==> config.mk <==
export PLATFORM = sky130hd
export DESIGN_NAME = uart_tx_fifo_flat
export DESIGN_NICKNAME = d
export VERILOG_FILES = /design/src/rtl/uart_tx_fifo_if.sv /design/src/rtl/uart_tx_fifo.sv /design/src/flat_wrapper.sv
export SDC_FILE = /design/constraint.sdc
export NUM_CORES = 1
export LEC_CHECK = 0
export ABC_CLOCK_PERIOD_IN_PS = 3900
export BUFFER_PORTS_ARGS = -buffer_cell sky130_fd_sc_hd__buf_2
export CAP_MARGIN = 15
export CORE_ASPECT_RATIO = 1.1
export CORE_MARGIN = 2
export CORE_UTILIZATION = 62
export CTS_CLUSTER_SIZE = 12
export DETAILED_ROUTE_END_ITERATION = 10
export GPL_TIMING_DRIVEN = 0
export PLACE_DENSITY = 0.86
export SLEW_MARGIN = 20
export SYNTH_ARGS = -nofsm -noshare
export SYNTH_HDL_FRONTEND = slang
export SYNTH_SLANG_ARGS = --single-unit
==> constraint.sdc <==
create_clock -name clk -period 3.9 [get_ports clk]
set_input_delay 0.78 -clock clk [delete_from_list [all_inputs] [get_ports clk]]
set_output_delay 0.78 -clock clk [all_outputs]
set_load 0.02 [all_outputs]
==> src/rtl/uart_tx_fifo_if.sv <==
// Byte write channel into the UART transmit FIFO.
// The producer (CPU register block) owns valid/data; the FIFO owns ready.
interface uart_tx_fifo_if;
   logic       i_wr_valid;
   logic [7:0] i_wr_data;
   logic       o_wr_ready;

   modport master (
      output i_wr_valid,
      output i_wr_data,
      input  o_wr_ready
   );

   modport slave (
      input  i_wr_valid,
      input  i_wr_data,
      output o_wr_ready
   );
endinterface

==> src/rtl/uart_tx_fifo.sv <==
// 8N1 UART transmitter fed by a byte FIFO.
// Bytes pushed over the write channel are queued and sent LSB-first with one
// start and one stop bit. Frames run back-to-back while the FIFO holds data.
// Level, busy and sticky overflow status are registered for CPU readback.
module uart_tx_fifo #(
   parameter int CLK_FREQ   = 100000000,
   parameter int BAUD_RATE  = 115200,
   parameter int FIFO_DEPTH = 16
) (
   input  logic                          clk,
   input  logic                          resetn,
   uart_tx_fifo_if.slave                 wr,
   input  logic                          i_clr_ovf,
   output logic [$clog2(FIFO_DEPTH):0]   o_fifo_count,
   output logic                          o_busy,
   output logic                          o_overflow,
   output logic                          o_tx
);

   localparam int CLKS_PER_BIT = CLK_FREQ / BAUD_RATE;
   localparam int AW = $clog2(FIFO_DEPTH);
   localparam int CW = AW + 1;
   localparam int BW = (CLKS_PER_BIT > 1) ? $clog2(CLKS_PER_BIT) : 1;
   localparam logic [CW-1:0] DEPTH_C   = CW'(FIFO_DEPTH);
   localparam logic [BW-1:0] BAUD_LAST = BW'(CLKS_PER_BIT - 1);

   typedef enum logic [1:0] {
      S_IDLE,
      S_START,
      S_DATA,
      S_STOP
   } state_t;

   state_t        state_q;
   logic [BW-1:0] baud_q;
   logic [2:0]    bit_idx_q;
   logic [7:0]    shift_q;
   logic          tx_q;

   logic [7:0]    mem_q [FIFO_DEPTH];
   logic [AW-1:0] wr_ptr_q, wr_ptr_d;
   logic [AW-1:0] rd_ptr_q, rd_ptr_d;
   logic [CW-1:0] count_q, count_d;
   logic          ready_q, ready_d;
   logic          busy_q, busy_d;
   logic          ovf_q, ovf_d;

   logic          baud_end;
   logic          fifo_nonempty;
   logic          pop;
   logic          push;
   logic          drop;
   logic          fsm_to_idle;

   // Handshake decode, FIFO next-state and status next-state.
   // NOTE: every signal gets a value on every path before any condition,
   // otherwise the tool infers a latch to hold the old value.
   always_comb begin
      baud_end      = (baud_q == BAUD_LAST);
      fifo_nonempty = (count_q != '0);
      pop           = fifo_nonempty &&
                      ((state_q == S_IDLE) || ((state_q == S_STOP) && baud_end));
      // A full FIFO still takes a byte when the head leaves in the same cycle.
      push          = wr.i_wr_valid && ((count_q != DEPTH_C) || pop);
      drop          = wr.i_wr_valid && !push;
      fsm_to_idle   = (state_q == S_STOP) && baud_end && !fifo_nonempty;

      wr_ptr_d = push ? wr_ptr_q + 1'b1 : wr_ptr_q;
      rd_ptr_d = pop  ? rd_ptr_q + 1'b1 : rd_ptr_q;

      count_d = count_q;
      case ({push, pop})
         2'b10:   count_d = count_q + 1'b1;
         2'b01:   count_d = count_q - 1'b1;
         default: count_d = count_q;
      endcase

      // A drop wins over a clear landing in the same cycle.
      ovf_d   = drop ? 1'b1 : (i_clr_ovf ? 1'b0 : ovf_q);
      ready_d = (count_d != DEPTH_C);
      busy_d  = pop || ((state_q != S_IDLE) && !fsm_to_idle) || (count_d != '0);
   end

   // Byte storage, written at the tail on every accepted push.
   // NOTE: the storage array is deliberately not reset; the pointers and count
   // define which entries are valid, so stale contents are never observed.
   always_ff @(posedge clk) begin
      if (push) begin
         mem_q[wr_ptr_q] <= wr.i_wr_data;
      end
   end

   // FIFO pointers, level and registered status flags.
   // NOTE: sequential state uses non-blocking assignments so every flop
   // samples the pre-edge values regardless of statement order.
   always_ff @(posedge clk or negedge resetn) begin
      if (!resetn) begin
         wr_ptr_q <= '0;
         rd_ptr_q <= '0;
         count_q  <= '0;
         ready_q  <= 1'b1;
         busy_q   <= 1'b0;
         ovf_q    <= 1'b0;
      end else begin
         wr_ptr_q <= wr_ptr_d;
         rd_ptr_q <= rd_ptr_d;
         count_q  <= count_d;
         ready_q  <= ready_d;
         busy_q   <= busy_d;
         ovf_q    <= ovf_d;
      end
   end

   // Frame sequencer: baud timing, bit shifting and the registered line level.
   always_ff @(posedge clk or negedge resetn) begin
      if (!resetn) begin
         state_q   <= S_IDLE;
         baud_q    <= '0;
         bit_idx_q <= '0;
         shift_q   <= '0;
         tx_q      <= 1'b1;
      end else begin
         case (state_q)
            S_IDLE: begin
               baud_q <= '0;
               tx_q   <= 1'b1;
               if (pop) begin
                  shift_q <= mem_q[rd_ptr_q];
                  state_q <= S_START;
                  tx_q    <= 1'b0;
               end
            end
            S_START: begin
               if (baud_end) begin
                  baud_q    <= '0;
                  bit_idx_q <= '0;
                  state_q   <= S_DATA;
                  tx_q      <= shift_q[0];
               end else begin
                  baud_q <= baud_q + 1'b1;
               end
            end
            S_DATA: begin
               if (baud_end) begin
                  baud_q <= '0;
                  if (bit_idx_q == 3'd7) begin
                     state_q <= S_STOP;
                     tx_q    <= 1'b1;
                  end else begin
                     shift_q   <= shift_q >> 1;
                     bit_idx_q <= bit_idx_q + 1'b1;
                     tx_q      <= shift_q[1];
                  end
               end else begin
                  baud_q <= baud_q + 1'b1;
               end
            end
            S_STOP: begin
               if (baud_end) begin
                  baud_q <= '0;
                  if (pop) begin
                     // Next byte starts with no idle gap after the stop bit.
                     shift_q <= mem_q[rd_ptr_q];
                     state_q <= S_START;
                     tx_q    <= 1'b0;
                  end else begin
                     state_q <= S_IDLE;
                  end
               end else begin
                  baud_q <= baud_q + 1'b1;
               end
            end
            default: begin
               state_q <= S_IDLE;
               baud_q  <= '0;
               tx_q    <= 1'b1;
            end
         endcase
      end
   end

   assign wr.o_wr_ready = ready_q;
   assign o_fifo_count  = count_q;
   assign o_busy        = busy_q;
   assign o_overflow    = ovf_q;
   assign o_tx          = tx_q;

endmodule

==> src/flat_wrapper.sv <==
// flat-port wrapper written by rule: the top's interface ports become plain ports
module uart_tx_fifo_flat 
#(
   parameter int CLK_FREQ   = 100000000,
   parameter int BAUD_RATE  = 115200,
   parameter int FIFO_DEPTH = 16
)
  (clk, resetn, i_clr_ovf, o_fifo_count, o_busy, o_overflow, o_tx, wr_i_wr_valid, wr_i_wr_data, wr_o_wr_ready);
  uart_tx_fifo_if wr_i ();
  input  logic clk;
  input  logic resetn;
  input  logic i_clr_ovf;
  output logic [$clog2(FIFO_DEPTH):0] o_fifo_count;
  output logic o_busy;
  output logic o_overflow;
  output logic o_tx;
  input wire logic [$bits(wr_i.i_wr_valid)-1:0] wr_i_wr_valid;
  input wire logic [$bits(wr_i.i_wr_data)-1:0] wr_i_wr_data;
  output wire logic [$bits(wr_i.o_wr_ready)-1:0] wr_o_wr_ready;
  assign wr_i.i_wr_valid = wr_i_wr_valid;
  assign wr_i.i_wr_data = wr_i_wr_data;
  assign wr_o_wr_ready = wr_i.o_wr_ready;
  uart_tx_fifo #(.CLK_FREQ(CLK_FREQ), .BAUD_RATE(BAUD_RATE), .FIFO_DEPTH(FIFO_DEPTH)) u_core (.clk(clk), .resetn(resetn), .wr(wr_i), .i_clr_ovf(i_clr_ovf), .o_fifo_count(o_fifo_count), .o_busy(o_busy), .o_overflow(o_overflow), .o_tx(o_tx));
endmodule
* Yosys cells after proc, flatten, opt, wreduce, memory -nomap -nowiden
Memory sizes are Yosys's and may differ from the RTL's.
Cells that the tools add are included.
** Word-level totals
- Bits in registers :: 40
- RAM bits :: 128
- Input port bits :: 12
- Output and inout bits :: 9
- Memories kept :: 1
** Cells by class
- Add/sub/neg operators :: 6
- Equality and inequality tests :: 16
- Multiplexer cells :: 30
- Reductions and logical operators :: 25
** Memories
- u_core.mem_q :: depth 16, width 8, rd ports 1, clocked after memory_dff 0, write ports 1, line uart_tx_fifo.sv:40 : logic [7:0] mem_q [FIFO_DEPTH];
** Operators by type and width (number)
- $mux W8 :: 4
- $pmux W8 S3 :: 1
- $pmux W10 S2 :: 1
- $ne A2 B1 Y1 const B :: 6
- $reduce_and A4 Y1 :: 3
- $mux W1 :: 11
- $add A10 B1 Y10 const B :: 1
- $eq A10 B10 Y1 const B :: 1
- $mux W10 :: 1
- $mux W2 :: 5
- $ne A5 B5 Y1 const B :: 2
- $pmux W5 S2 :: 1
- $reduce_bool A5 Y1 :: 2
- $mux W3 :: 3
- $add A4 B1 Y4 const B :: 2
- $pmux W2 S4 :: 1
- $eq A2 B2 Y1 const B :: 3
- $logic_and A1 B1 Y1 :: 6
- $pmux W3 S2 :: 1
- $reduce_bool A2 Y1 :: 3
- $add A5 B1 Y5 const B :: 1
- $reduce_and A5 Y1 :: 1
- $sub A5 B1 Y5 const B :: 1
- $eq A2 B1 Y1 const B :: 2
- other kinds (9) :: 14

* Depth between registers and ports, before layout
Gate-level depths: netlist of run 1.
- Depth after elaboration :: 10
- Gate-level depth with buffers :: 13

* Worst setup path before layout of run 1
OpenSTA, ideal clock, no wires.
- Path type :: reg-to-reg
- Start point :: register u_core.count_q[4] (netlist: u_core.o_fifo_count[4])
- End point :: register u_core.ready_q (netlist: u_core.wr.o_wr_ready)
- Library setup time :: 0.067 ns
- Arrival time :: 2.949 ns
- Data required time :: 3.833 ns
- Path slack :: 0.884 ns
- Cell stages (with the launch flop) :: 13
- Buffers on the path :: 1
- Clock period less this slack :: 3.016 ns
- Cells stage by stage :: dfrtp_1 > or3_1 > nor3_4 > or2_2 > buf_2 > nor2_1 > fa_1 > a21o_1 > a21o_1 > or3_1 > o211ai_1 > o211ai_1 > nand4b_1
** On the way
- Cells in the longest elaborated chain, start to end :: 7
- Elaborated cells on any way between the ends :: 11
- Those cells by class :: add/sub: 2; eq/ne: 4; mux: 1; reduce/logical: 4
** Ends and longest elaborated chain
- start: declaration :: line uart_tx_fifo.sv:43 : logic [CW-1:0] count_q, count_d;
- start signal: assignment :: line uart_tx_fifo.sv:107 : count_q <= count_d;
- $reduce_bool A5 Y1 :: line uart_tx_fifo.sv:60 : fifo_nonempty = (count_q != '0);
- $logic_and A1 B1 Y1 :: line uart_tx_fifo.sv:61 : pop = fifo_nonempty &&
- $logic_or A1 B1 Y1 :: line uart_tx_fifo.sv:64 : push = wr.i_wr_valid && ((count_q != DEPTH_C) || pop);
- $logic_and A1 B1 Y1 :: line uart_tx_fifo.sv:64
- $eq A2 B1 Y1 / $eq A2 B2 Y1 (equally long branches) :: line uart_tx_fifo.sv:72 : case ({push, pop})
- $pmux W5 S2 (*) :: line uart_tx_fifo.sv:72
- named net u_core.count_d[4] :: line uart_tx_fifo.sv:43
- $ne A5 B5 Y1 (*) :: line uart_tx_fifo.sv:80 : ready_d = (count_d != DEPTH_C);
- named net u_core.ready_d :: line uart_tx_fifo.sv:44 : logic ready_q, ready_d;
- end signal: assignment :: line uart_tx_fifo.sv:108 : ready_q <= ready_d;
- end: declaration :: line uart_tx_fifo.sv:44
Mark *: on every way through the listed nets, which the timed path passes. The rest lies on a longest branch.
A chain may end at the register's enable or synchronous reset.

* Final worst setup path of run 1
- Start point :: register u_core.baud_q[0]
- End point :: register u_core.ready_q (netlist: u_core.wr.o_wr_ready)
** On the way
- Cells in the longest elaborated chain, start to end :: 9
- Elaborated cells on any way between the ends :: 10
- Those cells by class :: eq/ne: 4; mux: 1; reduce/logical: 5
** Ends and longest elaborated chain
- start: declaration :: line uart_tx_fifo.sv:35 : logic [BW-1:0] baud_q;
- start signal: assignment :: line uart_tx_fifo.sv:140 : baud_q <= baud_q + 1'b1;
- start signal: assignment :: line uart_tx_fifo.sv:155 : baud_q <= baud_q + 1'b1;
- start signal: assignment :: line uart_tx_fifo.sv:170 : baud_q <= baud_q + 1'b1;
- $eq A10 B10 Y1 (*) :: line uart_tx_fifo.sv:59 : baud_end = (baud_q == BAUD_LAST);
- $logic_and A1 B1 Y1 (*) :: line uart_tx_fifo.sv:62 : ((state_q == S_IDLE) || ((state_q == S_STOP) && baud_end));
- $logic_or A1 B1 Y1 (*) :: line uart_tx_fifo.sv:62
- $logic_and A1 B1 Y1 (*) :: line uart_tx_fifo.sv:61
- $logic_or A1 B1 Y1 :: line uart_tx_fifo.sv:64
- $logic_and A1 B1 Y1 :: line uart_tx_fifo.sv:64
- $eq A2 B1 Y1 / $eq A2 B2 Y1 (equally long branches) :: line uart_tx_fifo.sv:72
- $pmux W5 S2 (*) :: line uart_tx_fifo.sv:72
- named net u_core.count_d[4] :: line uart_tx_fifo.sv:43
- $ne A5 B5 Y1 (*) :: line uart_tx_fifo.sv:80
- named net u_core.ready_d :: line uart_tx_fifo.sv:44
Marks and branches as above.

==> results.yml, run 1 <==
outcome:
  outcome: "complete, no violations"
logic_synthesis:
  synth.largest_area_cell: "edfxtp_1"
  synth_fp_nets: 501
  synth_ff_type: "edfxtp_1"
  synth.cell_area_mm2: 0.00733
  synth.most_common_cell: "edfxtp_1"
  async_reset_ff_share_pct: 23.8
  yosysTopAreaCellShare_pct: 52.4
  seq_area_frac_synth_pct: 66.1
  synth_edf_count: 128
  ys_ff_latch: 168
  syn_avg_cell_area_um2: 15.6
  synth_area_leaders: "edfxtp_1 (52%), dfrtp_1 (13%), mux4_2 (10%)"
  ys_types: 58
  synth_common_cells: "edfxtp_1 (128), dfrtp_1 (38), mux4_2 (33)"
  yosys_warnings: 0
  synth_cells: 471
pwr:
  seq_power_share_pct: 37.7
  p_int_uw: 4210
  pwr-share-comb_pct: 35.6
  p_switching_uw: 2210
  p_clk_share_pct: 26.7
  ir_worst_vdd_mv: 0.579
  p_leak_uw: 0.00296
  p_sw_share_pct: 34.4
  p_per_area_mw_per_mm2: 777
sta:
  finalSetupViolCount: 0
  fin_skew_ns: 0.00840
  min_period_over_period_pct: 89.0
  rsz0062_at_grt: "false"
  max_freq_mhz: 288
  worst_slew_pin_slew_ns: 0.906
  slew_headroom_pct: 39.6
  fin_crit_ns: 3.47
  hold_viol_final: 0
  drv_slew: 0
  hold_ws_ns: 0.480
  setup-tns-final_ns: 0
min_path:
  holdCritPathClass: "in2async"
clock_network:
  h-tree-depth: 4
  cts-hold-fix-buffers: 0
  clk_pin_slew_ns: 0.07
  root_buffer: "clkbuf_16"
  clk_latency_ns: 0.43
  numCtsBuffers: 17
  clockBufferDepth: 2
  cts_sinks: 168
  ctsResizeCount: 0
  cts_tree: "built"
  post-cts-setup-buffers: 0
route:
  drt_iter0_markers: 441
  met2_length_mm: 7.73
  drt.antenna.violating_nets: 0
  dr_wl_met3_um: 627
  vias_per_cell: 6.22
  wl_mm: 14.8
  vias: 4207
  wl_per_cell_um: 21.8
  drc: 0
  drtPass1Iterations: 5
  wl_met1_mm: 6.07
  maxUsedRoutingLayer: "met4"
final_layout:
  antenna_cells: 0
  area_growth_pct: 12.7
  drive_above_1_share_pct: 22.1
  final_nets: 543
critical_path:
  worst-path-max-fanout: 5
  cp-start-kind: "flop"
  worstPathRequired_ns: 4.26
  worst-setup-path-type: "reg2reg"
  end_kind: "flop"
  crit_arrival_ns: 3.83
place:
  port_buffers: 19
  hpwl_mm: 9.77
  place_congestion: 0.860
floorplan:
  dieArea_mm2: 0.0127
  start_util_pct: 63.8
  die_h_um: 118
  dieWidth_um: 108
  coreArea_mm2: 0.0115
  ioPinCount: 21
  rows: 41
global_route:
  grt_max_degree: 41
  grt-ovfl-total: 0
  first_global_vias: 4397
  grt_pass1_wl_mm: 23.5
  track_usage_pct: 25.1
  grt_antenna_before_repair: 0
job:
  maxCapViolations: 0
[power by group through the flow]
stage | Combinational (uW) | Clock, uW | Sequential [uW]
floorplan | 1660 | 0 | 2440
global placement | 2130 | 0 | 2420
detailed placement | 2240 | 0 | 2450
CTS | 2290 | 1720 | 2420
global route | 2500 | 1790 | 2450
finish | 2290 | 1710 | 2420
[worst paths after layout]
| kind | startpoint | endpoint | slack (ns) | depth (start not counted) |
|---|---|---|---|---|
| max in group asynchronous | resetn | u_core.o_fifo_count[2] | 2.85 | 1 |
| max | u_core.baud_q[0] | u_core.wr.o_wr_ready | 0.43 | 13 |
| min | resetn | u_core.baud_q[6] | 0.48 | 1 |
| min in group clk | u_core.baud_q[0] | u_core.baud_q[0] | 0.49 | 1 |
| min reg2reg | u_core.baud_q[0] | u_core.baud_q[0] | 0.49 | 1 |
| max reg2reg | u_core.baud_q[0] | u_core.wr.o_wr_ready | 0.43 | 13 |
[sequential cells by signal, summed over array words and instances, names as in the netlist]
name	cells
u_core.bit_idx_q	3
u_core.o_overflow	1
u_core.o_tx	1
u_core.shift_q	8
u_core.state_q	2
u_core.baud_q	10
u_core.o_fifo_count	5
u_core.mem_q	128
u_core.wr.o_wr_ready	1
u_core.rd_ptr_q	4
u_core.wr_ptr_q	4
u_core.o_busy	1
[layout make-up]
cell class                 instances  area, um^2
buffer                            28         134
clock inverter                    14         173
timing repair buffer              23         115
sequential                       168        4850
fill                             694        3230
inverter                          16        60.1
clock buffer                      18         429
tap                              150         188
multi-input combinational        259        2310
[per-stage QoR]
step           cell area, um^2  std cells  total power (uW)  util [%]  setup WS, ns
2_1_floorplan             7330        471              4100         -         0.884
3_3_place_gp              7610        640              4550      66.3         0.387
3_5_place_dp              7660        644              4690      66.6         0.462
4_1_cts                   8260        676              6420      71.9         0.451
5_1_grt                   8260        676              6740      71.9         0.191
6_report                  8260        676              6420      71.9         0.430
[kinds of logic after synthesis]
group | after synthesis | share of synthesized area, %
multiplexers | 36 | 10.6
buffers and inverters | 44 | 2.65
flip-flops | 168 | 66.1
adder cells (fa/ha/maj) | 18 | 3.17
XOR/XNOR | 17 | 2.03
AND/OR/NAND/NOR | 103 | 7.71
AO/OA/AOI/OAI | 85 | 7.71
[per-layer routing]
| layer | GRT usage [%] | up-vias |
|---|---|---|
| li1 | - | 1906 |
| met4 | 8.81 | 0 |
| met3 | 5.15 | 27 |
| met1 | 33.1 | 2120 |
| met5 | 0 | - |
| met2 | 41.7 | 154 |
[layout by cell type (no fill, tap or decap), types with 3 or more instances in the layout]
master      synthesis  routed
nor4_2              0       4
o21ai_0            10      10
o21ai_1             3       3
a22oi_1            14      14
and2_1             10      10
mux2_2              3       3
buf_2               8      31
or3_1               3       3
nand3b_1            3       3
nand4_1             4       4
o211ai_1            3       3
clkinvlp_4          0       3
clkbuf_16           0      17
and3_1              4       4
nand2_1            17      17
edfxtp_1          128     128
a21o_1              4       4
inv_1              16      16
xnor2_1             9       9
a21oi_1            29      29
dfrtp_1            38      38
nor2_1             30      30
nand3_1            12      12
clkbuf_1           17      18
mux4_2             33      33
a22o_1              4       4
bufinv_16           0       3
ha_1               17      17
xor2_1              8       8
[critical path, cell delays in order, from the launching register on]
cell and delay, ns:
dfrtp_1 0.38, ha_1 0.22, nor3b_2 0.34, a41oi_2 0.22, or2_2 0.32, buf_2 0.16, nor2_1 0.29, ha_1 0.34
a21o_1 0.18, a21o_1 0.22, or3_1 0.32, o211ai_1 0.11, o211ai_1 0.16, nand4b_1 0.15
Note: power is estimated with default switching activity, not from simulation.
==> run 2: changes to the inputs <==
--- a/config.mk
+++ b/config.mk
@@ -15,6 +15,7 @@
 export DETAILED_ROUTE_END_ITERATION = 10
 export GPL_TIMING_DRIVEN = 0
 export PLACE_DENSITY = 0.86
+export REMOVE_ABC_BUFFERS = 1
 export SLEW_MARGIN = 20
 export SYNTH_ARGS = -nofsm -noshare
 export SYNTH_HDL_FRONTEND = slang
==> run 2 against run 1 <==
  * Fmax shrank 2.0%
  * Cell count fell by 3.8%
  * First-iteration DRC count up 25%
  * Critical endpoint unchanged
  * Critical path depth fell by 1
  * Total power up 0.74%
  * Largest power group unchanged
  * Register-to-register slack worse by 0.07 ns
==> results.yml, run 2 (synthesis gave the netlist of run 1 again) <==
critical_path:
  worstPathRequired_ns: 4.26
  worst-setup-path-type: "reg2reg"
  ff2ff_setup_slack_ns: 0.36
  end_kind: "flop"
  reg2reg_depth: 12
  reg2reg_to: "u_core.wr.o_wr_ready"
  crit_chain: "ha_1 > nor3b_2 > a41oi_4 > or2_2 > nor2_1 > ha_1 > a21o_1 > a21o_1 > or3_1 > o211ai_1 > o211ai_1 > nand4b_1"
  crit_arrival_ns: 3.90
  cp-start-kind: "flop"
  critPathBufInv: 0
  path_delay_family: "simple AND/OR/NAND/NOR gates"
  r2r-start: "u_core.baud_q[0]"
  slowest_stage: "or2_2"
  worst-path-max-fanout: 13
  critical_path.max_stage_delay_ns: 0.46
place:
  port_buffers: 20
  place_congestion: 0.831
  place_area_mm2: 0.00756
  hpwl_mm: 9.12
clock_network:
  ctsResizeCount: 0
  clk_latency_ns: 0.43
  post-cts-setup-buffers: 0
  cts_sinks: 168
  numCtsBuffers: 17
  clockBufferDepth: 2
  cts_tree: "built"
  clk_pin_slew_ns: 0.07
  h-tree-depth: 4
  cts-hold-fix-buffers: 0
  root_buffer: "clkbuf_16"
global_route:
  grt_max_degree: 41
  grt-ovfl-total: 0
  track_usage_pct: 25.4
  first_global_vias: 4248
  grt_antenna_before_repair: 0
  grt_pass1_wl_mm: 23.5
final_layout:
  drive_above_1_share_pct: 22.2
  final_nets: 517
  design_area_mm2: 0.00821
  final_common_cell: "edfxtp_1"
  regMostFlops: "u_core.mem_q"
  antenna_cells: 0
  largest_registers: "u_core.mem_q (128), u_core.baud_q (10), u_core.shift_q (8)"
  layout.cells.most_common_list: "edfxtp_1 (128), dfrtp_1 (36), mux4_2 (33)"
  largest_reg_flops: 128
  area_growth_pct: 12.0
sta:
  rsz0062_at_grt: "false"
  fin_crit_ns: 3.54
  hold_viol_final: 0
  drv_slew: 0
  finalSetupViolCount: 0
  slew_headroom_pct: 38.2
  fin_skew_ns: 0.0106
  setup-tns-final_ns: 0
  min_period_over_period_pct: 90.8
  max_freq_mhz: 282
  worst_slew_pin_slew_ns: 0.927
pwr:
  p_per_area_mw_per_mm2: 787
  p_leak_uw: 0.00294
  ir_worst_vdd_mv: 0.470
route:
  drt_iter0_markers: 552
  drc: 0
  drt.antenna.violating_nets: 0
  drtPass1Iterations: 5
  wl_per_cell_um: 23.1
  vias_per_cell: 6.42
  vias: 4174
  wl_mm: 15.0
job:
  maxCapViolations: 0
floorplan:
  rows: 41
  start_util_pct: 63.8
  ioPinCount: 21
  dieWidth_um: 108
  dieArea_mm2: 0.0127
  coreArea_mm2: 0.0115
  die_h_um: 118
outcome:
  outcome: "complete, no violations"
min_path:
  holdCritPathClass: "in2async"
==> run 2: per-layer routing <==
layer	wire length (um)	GRT usage [%]	vias up
met5	0	0	-
met3	880	5.98	32
met4	391	9.94	0
met1	5890	32.9	2125
met2	7880	41.7	166
li1	-	-	1851
==> run 2: how the worst max path moves through the flow <==
stage	start	end	slack, ns	cells after the start
finish	u_core.baud_q[0]	u_core.wr.o_wr_ready	0.36	12
detailed placement	u_core.baud_q[0]	u_core.wr.o_wr_ready	0.30	12
floorplan	u_core.baud_q[0]	u_core.wr.o_wr_ready	0.78	12
global route	u_core.baud_q[0]	u_core.wr.o_wr_ready	0.08	12
global placement	u_core.baud_q[0]	u_core.wr.o_wr_ready	0.41	12
CTS	u_core.baud_q[0]	u_core.wr.o_wr_ready	0.25	12
==> run 2: worst reg2reg max path: cells and delay by family (launching register included) <==
kind	cells	cell delay (ns)
flops	1	0.38
simple gates	5	1.59
fa+ha+maj	2	0.54
compound gates	5	0.96
==> run 2: layout make-up <==
type | count | area (um^2)
flip-flops and latches | 168 | 4850
fillers | 683 | 3280
multi-input cells | 259 | 2330
clock buffers | 17 | 425
clock inverters | 15 | 213
well taps | 150 | 188
repair buffers | 25 | 150
inverters | 16 | 60.1
==> run 2: through the flow <==
| stage | cells | power (uW) | utilization (%) | hold WS, ns | setup slack, ns |
|---|---|---|---|---|---|
| 2_1_floorplan | 443 | 4010 | - | 0.448 | 0.779 |
| 3_3_place_gp | 613 | 4460 | 65.1 | 0.465 | 0.406 |
| 3_5_place_dp | 618 | 4610 | 65.8 | 0.483 | 0.301 |
| 4_1_cts | 650 | 6460 | 71.4 | 0.492 | 0.249 |
| 5_1_grt | 650 | 6770 | 71.5 | 0.515 | 0.0805 |
| 6_report | 650 | 6470 | 71.5 | 0.486 | 0.357 |
==> run 2: where the power goes <==
group / switching (uW) / internal, uW
clock network: 730 / 1090
registers: 390 / 2230
logic: 1100 / 924
